<file path="src/rtl/risc_pkg.sv">
// risc_pkg: opcodes, instruction field slices and issuer FSM encoding shared by the issuer slice.
package risc_pkg;
  localparam logic [3:0] OP_NOP = 4'h0;
  localparam logic [3:0] OP_ADD = 4'h1;
  localparam logic [3:0] OP_SUB = 4'h2;
  localparam logic [3:0] OP_MUL = 4'h3;
  localparam logic [3:0] OP_DIV = 4'h4;
  localparam int OPC_MSB = 15;
  localparam int OPC_LSB = 12;
  localparam int OP1_MSB = 11;
  localparam int OP1_LSB = 6;
  localparam int OP2_MSB = 5;
  localparam int OP2_LSB = 0;
  localparam logic [15:0] DIV0_RESULT = 16'hFFFF;
  typedef enum logic [1:0] {S_IDLE, S_RUN, S_DRAIN, S_DONE} state_t;
  function automatic logic is_div0(input logic [15:0] w);
    return w[OPC_MSB:OPC_LSB] == OP_DIV && w[OP2_MSB:OP2_LSB] == '0;
  endfunction
endpackage

</file>
<file path="src/rtl/risc_issuer_ram.sv">
// risc_issuer_ram: single-write-port RAM with combinational read; contents are never reset.
module risc_issuer_ram #(
  parameter int DEPTH = 16,
  parameter int AW = 4,
  parameter int W = 16
) (
  input  logic          clk,
  input  logic          we,
  input  logic [AW-1:0] waddr,
  input  logic [W-1:0]  wdata,
  input  logic [AW-1:0] raddr,
  output logic [W-1:0]  rdata
);
  logic [W-1:0] mem [DEPTH];
  always_ff @(posedge clk)
    if (we) mem[waddr] <= wdata;
  assign rdata = mem[raddr];
endmodule

</file>
<file path="src/rtl/risc_instr_issuer.sv">
// risc_instr_issuer: streams a stored program onto the processor instr port and captures
// each result LAT cycles later into a result RAM, counting divide-by-zero results.
module risc_instr_issuer
  import risc_pkg::*;
#(
  parameter int DEPTH = 16,
  parameter int AW = 4,
  parameter int LAT = 1
) (
  input  logic          clk,
  input  logic          reset_n,
  input  logic          prog_we,
  input  logic [AW-1:0] prog_addr,
  input  logic [15:0]   prog_data,
  input  logic [AW:0]   prog_len,
  input  logic          start,
  output logic          busy,
  output logic          done,
  output logic [15:0]   instr,
  output logic          instr_valid,
  input  logic [15:0]   result_in,
  input  logic [AW-1:0] res_raddr,
  output logic [15:0]   res_rdata,
  output logic [AW:0]   div0_count
);
  localparam logic [AW:0] MAXC = (AW+1)'(DEPTH);
  state_t state;
  logic [AW:0] len, len_in;
  logic [AW-1:0] idx, prog_raddr;
  logic [15:0] prog_rdata;
  logic last, issue, drained;
  logic [LAT:0] pv, pdz;
  logic [LAT:0][AW-1:0] pidx;
  always_comb begin
    len_in = (prog_len > MAXC) ? MAXC : prog_len;
    last = ({1'b0, idx} + (AW+1)'(1)) == len;
    prog_raddr = (state == S_RUN) ? idx + AW'(1) : '0;
    issue = (state == S_IDLE && start && len_in != '0) || (state == S_RUN && !last);
    drained = ~|pv[LAT-1:0];
  end
  risc_issuer_ram #(.DEPTH(DEPTH), .AW(AW), .W(16)) u_prog (
    .clk(clk), .we(prog_we && state == S_IDLE), .waddr(prog_addr), .wdata(prog_data),
    .raddr(prog_raddr), .rdata(prog_rdata)
  );
  risc_issuer_ram #(.DEPTH(DEPTH), .AW(AW), .W(16)) u_res (
    .clk(clk), .we(pv[LAT]), .waddr(pidx[LAT]), .wdata(result_in),
    .raddr(res_raddr), .rdata(res_rdata)
  );
  // pipe stage 0 tracks the word currently on instr; stage LAT lines up with its result
  always_ff @(posedge clk or negedge reset_n)
    if (!reset_n) begin
      state <= S_IDLE;
      instr <= '0;
      instr_valid <= 1'b0;
      busy <= 1'b0;
      done <= 1'b0;
      div0_count <= '0;
      idx <= '0;
      len <= '0;
      pv <= '0;
      pdz <= '0;
      pidx <= '0;
    end else begin
      done <= 1'b0;
      pv <= {pv[LAT-1:0], issue};
      pdz <= {pdz[LAT-1:0], is_div0(prog_rdata)};
      pidx <= {pidx[LAT-1:0], prog_raddr};
      instr <= issue ? prog_rdata : '0;
      instr_valid <= issue;
      if (issue) idx <= prog_raddr;
      if (pv[LAT] && pdz[LAT] && result_in == DIV0_RESULT && div0_count != MAXC)
        div0_count <= div0_count + (AW+1)'(1);
      case (state)
        S_IDLE:
          if (start) begin
            len <= len_in;
            div0_count <= '0;
            busy <= 1'b1;
            done <= len_in == '0;
            state <= (len_in == '0) ? S_DONE : S_RUN;
          end
        S_RUN: if (last) state <= S_DRAIN;
        S_DRAIN:
          if (drained) begin
            done <= 1'b1;
            state <= S_DONE;
          end
        default: begin
          busy <= 1'b0;
          state <= S_IDLE;
        end
      endcase
    end
endmodule

</file>
<file path="config.mk">
export PLATFORM = sky130hd
export DESIGN_NAME = risc_instr_issuer
export DESIGN_NICKNAME = d
export VERILOG_FILES = /design/src/rtl/risc_pkg.sv /design/src/rtl/risc_issuer_ram.sv /design/src/rtl/risc_instr_issuer.sv
export SDC_FILE = /design/constraint.sdc
export NUM_CORES = 1
export LEC_CHECK = 0
export CAP_MARGIN = 20
export CORE_ASPECT_RATIO = 1.25
export CORE_MARGIN = 4
export CORE_UTILIZATION = 50
export CTS_BUF_LIST = sky130_fd_sc_hd__clkbuf_4 sky130_fd_sc_hd__clkbuf_8
export CTS_CLUSTER_SIZE = 8
export DETAILED_ROUTE_END_ITERATION = 8
export GPL_TIMING_DRIVEN = 0
export HOLD_SLACK_MARGIN = 0.05
export PLACE_DENSITY = 0.66
export SLEW_MARGIN = 20
export SYNTH_ARGS = -nofsm -noshare
export SYNTH_HDL_FRONTEND = slang
export SYNTH_SLANG_ARGS = --single-unit
</file>
<file path="constraint.sdc">
create_clock -name clk -period 3.18 [get_ports clk]
set_input_delay 0.636 -clock clk [delete_from_list [all_inputs] [get_ports clk]]
set_output_delay 0.636 -clock clk [all_outputs]
set_load 0.05 [all_outputs]
</file>
==> results of run 1 <==
## cells in the mapped netlist, types with 8 or more instances
| cell type | count | area [um^2] |
|---|---|---|
| clkbuf_1 | 26 | 97.59 |
| nand3_1 | 14 | 70.07 |
| dfrtp_1 | 46 | 1151 |
| nor3_1 | 20 | 100.1 |
| nand4_1 | 8 | 50.05 |
| buf_2 | 20 | 100.1 |
| mux2_2 | 8 | 90.09 |
| a211oi_1 | 21 | 157.7 |
| mux4_2 | 99 | 2230 |
| nand2b_1 | 8 | 50.05 |
| edfxtp_1 | 512 | 15370 |
| nor2_1 | 54 | 202.7 |
| a311oi_1 | 12 | 105.1 |
| a21oi_1 | 26 | 130.1 |
| nand2_1 | 60 | 225.2 |
| a221oi_1 | 23 | 201.4 |
| a22oi_1 | 10 | 75.07 |
| mux2i_1 | 24 | 240.2 |
## worst paths after layout
check	startpoint	endpoint	slack (ns)	depth (start not counted)
worst max-delay path	res_raddr[1]	res_rdata[10]	0.1	5
worst min-delay path	pidx[2]$_DFF_PN0_	pidx[6]$_DFF_PN0_	0.35	0
worst max register to register	idx[0]$_DFFE_PN0P_	pdz[0]$_DFF_PN0_	0.23	9
worst min register to register	pidx[2]$_DFF_PN0_	pidx[6]$_DFF_PN0_	0.35	0
max in group asynchronous	reset_n	instr[10]$_DFF_PN0_	2.11	3
min in group asynchronous	reset_n	instr[14]$_DFF_PN0_	0.52	2
## flip-flops by register name (all words and copies together) (netlist names)
signal	flops
pidx	8
len	5
done	1
u_prog.mem	256
pdz	2
pv	2
instr	16
idx	4
busy	1
u_res.mem	256
state	2
div0_count	5
## power groups by stage
stage               clock network (mW)  registers [mW]  logic, mW
floorplan                            0            8.97       2.17
global placement                     0            8.75       3.65
detailed placement                   0            8.76       3.78
CTS                               5.74            8.61       3.80
global route                      6.09            8.63       4.05
finish                            5.62            8.60       3.76
## metrics by stage
stage	area [um^2]	total power, mW	hold WS (ns)
2_1_floorplan	21670	11.14	0.3312
3_3_place_gp	23220	12.40	0.3320
3_5_place_dp	23750	12.54	0.3347
4_1_cts	25440	18.14	0.3478
5_1_grt	25430	18.76	0.3539
6_report	25430	17.98	0.3470
## kinds of logic (layout without fill, tap and decap cells)
group | count (synthesis) | count (layout) | share of synthesized area [%]
DFF | 558 | 558 | 76.26
and+or+nand+nor | 201 | 201 | 4.458
muxes | 138 | 138 | 12.32
AOI/OAI and AO/OA | 131 | 131 | 4.446
buffers and inverters | 74 | 330 | 1.640
xor gates and xnor gates | 10 | 10 | 0.4735
adders and majority gates | 7 | 7 | 0.4042
other | 0 | 1 | 0
## routing by layer
| layer | global-route usage, % | routed length (um) | vias up |
|---|---|---|---|
| met2 | 38.36 | 26550 | 406 |
| met5 | 0 | 0 | - |
| met3 | 4.161 | 2716 | 91 |
| li1 | - | - | 4988 |
| met1 | 24.62 | 17940 | 5907 |
| met4 | 7.140 | 1321 | 0 |
## layout make-up
| class | instances | area [um^2] | area share, % |
|---|---|---|---|
| antenna | 1 | 2.502 | 0.009842 |
| buffer | 59 | 400.4 | 1.575 |
| clock buffer | 129 | 1531 | 6.023 |
| clock inverter | 10 | 58.81 | 0.2313 |
| inverter | 14 | 56.30 | 0.2214 |
| multi-input combinational | 487 | 4938 | 19.42 |
| sequential | 558 | 16530 | 65.00 |
| tap | 565 | 706.9 | 2.780 |
| timing repair buffer | 118 | 1205 | 4.739 |
## timing repair
| item | 4_1_cts | 5_1_grt |
|---|---|---|
| setup endpoints to repair | 19 | 14 |
| hold buffers | 1 | 0 |
| hold endpoints to repair | 18 | 0 |
| resized for setup | 77 | 26 |
| pin swaps | 0 | 0 |
==> flow_summary.yaml, run 1 <==
status:
  status: "finished, final reports clean"
final_layout:
  area_delta_synth_final_pct: 17.33
  layoutNonFillerInstCount: 1941
  final_util_pct: 59.18
  final_common_cell: "edfxtp_1"
  final_nets: 1378
  fillers: 3187
  final_cell_mix: "512 x edfxtp_1, 99 x mux4_2, 90 x clkbuf_8, 67 x clkdlybuf4s50_1, 60 x nand2_1"
  final_layout_size_suffix_gt1_share_pct: 27.56
power_and_ir_drop:
  intPower_mw: 12.85
  switching_share_pct: 28.56
  cellLeakagePower_nw: 8.389
  clock_power_share_pct: 31.2
  p_sw_mw: 5.136
  p_seq_share_pct: 47.8
  p_per_area_nw_per_um2: 707.3
  ir_worst_vdd_v: 0.0003752
  combPwrFrac_pct: 20.9
timing:
  slew-limit-headroom_pct: 38.64
  finalWorstSetupSlack_ns: 0.09635
  hold_viol: 0
  skew_ns: 0.02174
  fmax_mhz: 324.3
  fin_setup_tns_ns: 0
  worstMarginPinSlew_ns: 0.9134
  slew_violations: 0
  period_minus_slack_ns: 3.084
  finalSetupViolCount: 0
  rsz0062_at_grt: "true"
  period_share_pct: 96.97
cts:
  clk-insertion-delay-late_ns: 0.64
  cts_setup_buffers: 0
  htree_levels: 3
  clockRootBuffer: "clkbuf_8"
  cts_buffers: 84
  cts.sinks: 558
  path_clk_slew_ns: 0.06
  cts_tree: "done"
  cts_buffer_depth: 3
yosys:
  async_flop_share_pct: 8.244
  synth_nets: 1175
  yosys_most_used_dff: "edfxtp_1"
  ys_seq_area_share_pct: 76.26
  synth_edf_count: 512
  ys_warn_count: 0
  avgSynthCellArea_um2: 19.37
  synth_seq_cells: 558
  syn_inst: 1119
  syn_area_um2: 21670
  ys_types: 64
worst_setup_path:
  cp_cell_sequence: "clkbuf_2, clkbuf_4, mux4_2, mux4_2, clkdlybuf4s15_2"
  crit_slowest_cell: "mux4_2"
  path_max_fanout: 10
  arrival_ns: 2.45
  required_ns: 2.54
  crit_top_cell: "mux4_2"
  cp_slowest_stage_delay_ns: 0.49
  critPathKind: "input port to output pin"
  cp_num_buf_inv: 3
  critPathLaunchType: "input port"
  cp-end-kind: "output pin"
  crit_family: "buffers and inverters"
global_route:
  grt_max_degree: 29
  grt_pass1_vias: 11961
  antenna_found_initial: 1
  grt_overflow_total: 0
  grtUsageTotal_pct: 20.82
  grt_pass1_wl_um: 72800
detailed_routing:
  firstDrtPassIters: 5
  ant_nets: 0
  wl_um: 48530
  first_iter_violations: 854
  routed_via_density: 5.869
  routedWlPerCell_um: 25.00
  post-route-drc-count: 0
  via_count: 11392
placed_design:
  dp_slack_ns: -0.9842
  gp_congestion: 0.8476
  dp.cells: 1801
  portBuffers: 84
  dp_hpwl_um: 31910
die:
  start_util_pct: 50.43
  core_um2: 42970
  die_h_um: 240.8
  die_area_um2: 46750
  std_cell_rows: 85
  die_width_um: 194.2
  io_pins: 89
min_path:
  hp-class: "flop to flop"
job:
  cap_violations: 0
Power figures use the tool's default switching activity.
==> run 2: changes to the inputs <==
--- a/config.mk
+++ b/config.mk
@@ -15,6 +15,7 @@
 export GPL_TIMING_DRIVEN = 0
 export HOLD_SLACK_MARGIN = 0.05
 export PLACE_DENSITY = 0.66
+export SKIP_CTS_REPAIR_TIMING = 1
 export SLEW_MARGIN = 20
 export SYNTH_ARGS = -nofsm -noshare
 export SYNTH_HDL_FRONTEND = slang
==> run 2 against run 1 <==
Clock skew about the same. Sequential cell count is the same. Cell count rose by 0.10%. Non-clock buffer count grew 2. Wire length up 0.16%. Setup slack worse by 0.035 ns. Clock power about the same. Register-to-register slack worse by 0.08 ns. First-iteration DRC count shrank 5.5%. Largest cell class unchanged. Largest power group unchanged.
==> flow_summary.yaml, run 2 (synthesis gave the netlist of run 1 again) <==
status:
  status: "finished, final reports clean"
die:
  io_pins: 89
  die_h_um: 240.8
  core_um2: 42970
  die_width_um: 194.2
  die_area_um2: 46750
  start_util_pct: 50.43
  std_cell_rows: 85
worst_setup_path:
  path_max_fanout: 10
  crit_slowest_cell: "mux4_2"
  cp_slowest_stage_delay_ns: 0.54
  arrival_ns: 2.48
  cp_num_buf_inv: 3
  critPathKind: "input port to output pin"
  required_ns: 2.54
  cp-end-kind: "output pin"
  crit_top_cell: "mux4_2"
  critPathLaunchType: "input port"
  cp_cell_sequence: "clkbuf_4, buf_6, mux4_2, mux4_2, dlymetal6s2s_1"
  crit_family: "multiplexers"
cts:
  cts_buffer_depth: 3
  cts_buffers: 84
  cts_tree: "done"
  clk-insertion-delay-late_ns: 0.64
  htree_levels: 3
  clockRootBuffer: "clkbuf_8"
  cts.sinks: 558
  path_clk_slew_ns: 0.06
final_layout:
  final_common_cell: "edfxtp_1"
  design_area_um2: 25350
  largestRegisters: "u_prog.mem (256), u_res.mem (256), instr (16)"
  final_util_pct: 59.01
  final_cell_mix: "512 x edfxtp_1, 99 x mux4_2, 90 x clkbuf_8, 67 x clkdlybuf4s50_1, 60 x nand2_1"
  ff_latch_area_um2: 16530
  final_layout_size_suffix_gt1_share_pct: 27.45
  fillers: 3209
  multi_input_area_um2: 4938
  area_delta_synth_final_pct: 17.00
  final_nets: 1380
timing:
  worstMarginPinSlew_ns: 0.9119
  period_share_pct: 98.06
  period_minus_slack_ns: 3.118
  fmax_mhz: 320.7
  finalWorstSetupSlack_ns: 0.06160
  skew_ns: 0.02214
  finalSetupViolCount: 0
  rsz0062_at_grt: "true"
  hold_viol: 0
  slew-limit-headroom_pct: 38.74
  worst_hold_slack_ns: 0.3467
  slew_violations: 0
placed_design:
  dp_hpwl_um: 31910
  gp_congestion: 0.8476
  dp_slack_ns: -0.9842
  place_area_um2: 23750
  portBuffers: 84
detailed_routing:
  via_count: 11397
  routed_via_density: 5.866
  firstDrtPassIters: 5
  routedWlPerCell_um: 25.01
  ant_nets: 0
  first_iter_violations: 807
  post-route-drc-count: 0
  wl_um: 48600
min_path:
  hp-class: "flop to flop"
power_and_ir_drop:
  power.total_mw: 17.98
  p_per_area_nw_per_um2: 709.1
  ir_worst_vdd_v: 0.0003769
  cellLeakagePower_nw: 8.388
global_route:
  antenna_found_initial: 1
  grt_max_degree: 29
  grt_pass1_vias: 11990
  grtUsageTotal_pct: 20.83
  grt_pass1_wl_um: 72820
  grt_overflow_total: 0
job:
  cap_violations: 0
==> run 2: final cells by class <==
type	instances	share of cell area, %
Sequential cell	558	65.18
Multi-Input combinational cell	487	19.48
Clock buffer	129	6.041
Timing Repair Buffer	119	4.604
Tap cell	565	2.788
Buffer	60	1.441
Clock inverter	10	0.2319
Inverter	14	0.2221
Antenna cell	1	0.009870
==> run 2: final timing paths <==
| kind | depth (start not counted) | slack, ns | end | startpoint |
|---|---|---|---|---|
| setup / recovery | 5 | 0.06 | res_rdata[4] | res_raddr[0] |
| hold / removal | 0 | 0.35 | pidx[6]$_DFF_PN0_ | pidx[2]$_DFF_PN0_ |
| setup reg to reg | 10 | 0.15 | instr[10]$_DFF_PN0_ | state[1]$_DFFE_PN0P_ |
| hold reg to reg | 0 | 0.35 | pidx[6]$_DFF_PN0_ | pidx[2]$_DFF_PN0_ |
| max in group asynchronous | 3 | 2.12 | instr[10]$_DFF_PN0_ | reset_n |
| min in group asynchronous | 2 | 0.51 | instr[14]$_DFF_PN0_ | reset_n |
==> run 2: worst register-to-register path, delay by kind of cell (launching register included) <==
| family | cells | cell delay [ns] |
|---|---|---|
| buffers and inverters | 6 | 1.66 |
| adders and majority gates | 1 | 0.34 |
| and+or+nand+nor | 1 | 0.10 |
| DFF | 1 | 0.40 |
| AOI/OAI and AO/OA | 2 | 0.41 |
==> run 2: per-stage QoR <==
step / std cells / setup TNS, ns
after floorplan: 1119 / 0
after global placement: 1768 / -106.83
after detailed placement: 1801 / -16.92
after CTS: 1940 / -15.14
after global routing: 1943 / -0.05947
final: 1943 / 0
==> run 2: routing by layer <==
layer  track usage (%)  routed length (um)  share of wire [%]
met1             24.66               18020                 37
met2             38.25               26530                 55
met3             4.161                2750                5.7
met4             7.374                1297                2.7
met5                 0                   0                  0
==> run 2: report_power, final <==
group	switching (mW)	total, mW	internal [mW]
sequential	0.177	8.60	8.43
combinational	2.39	3.75	1.37
clock	2.58	5.62	3.04
total	5.14	18.0	12.8
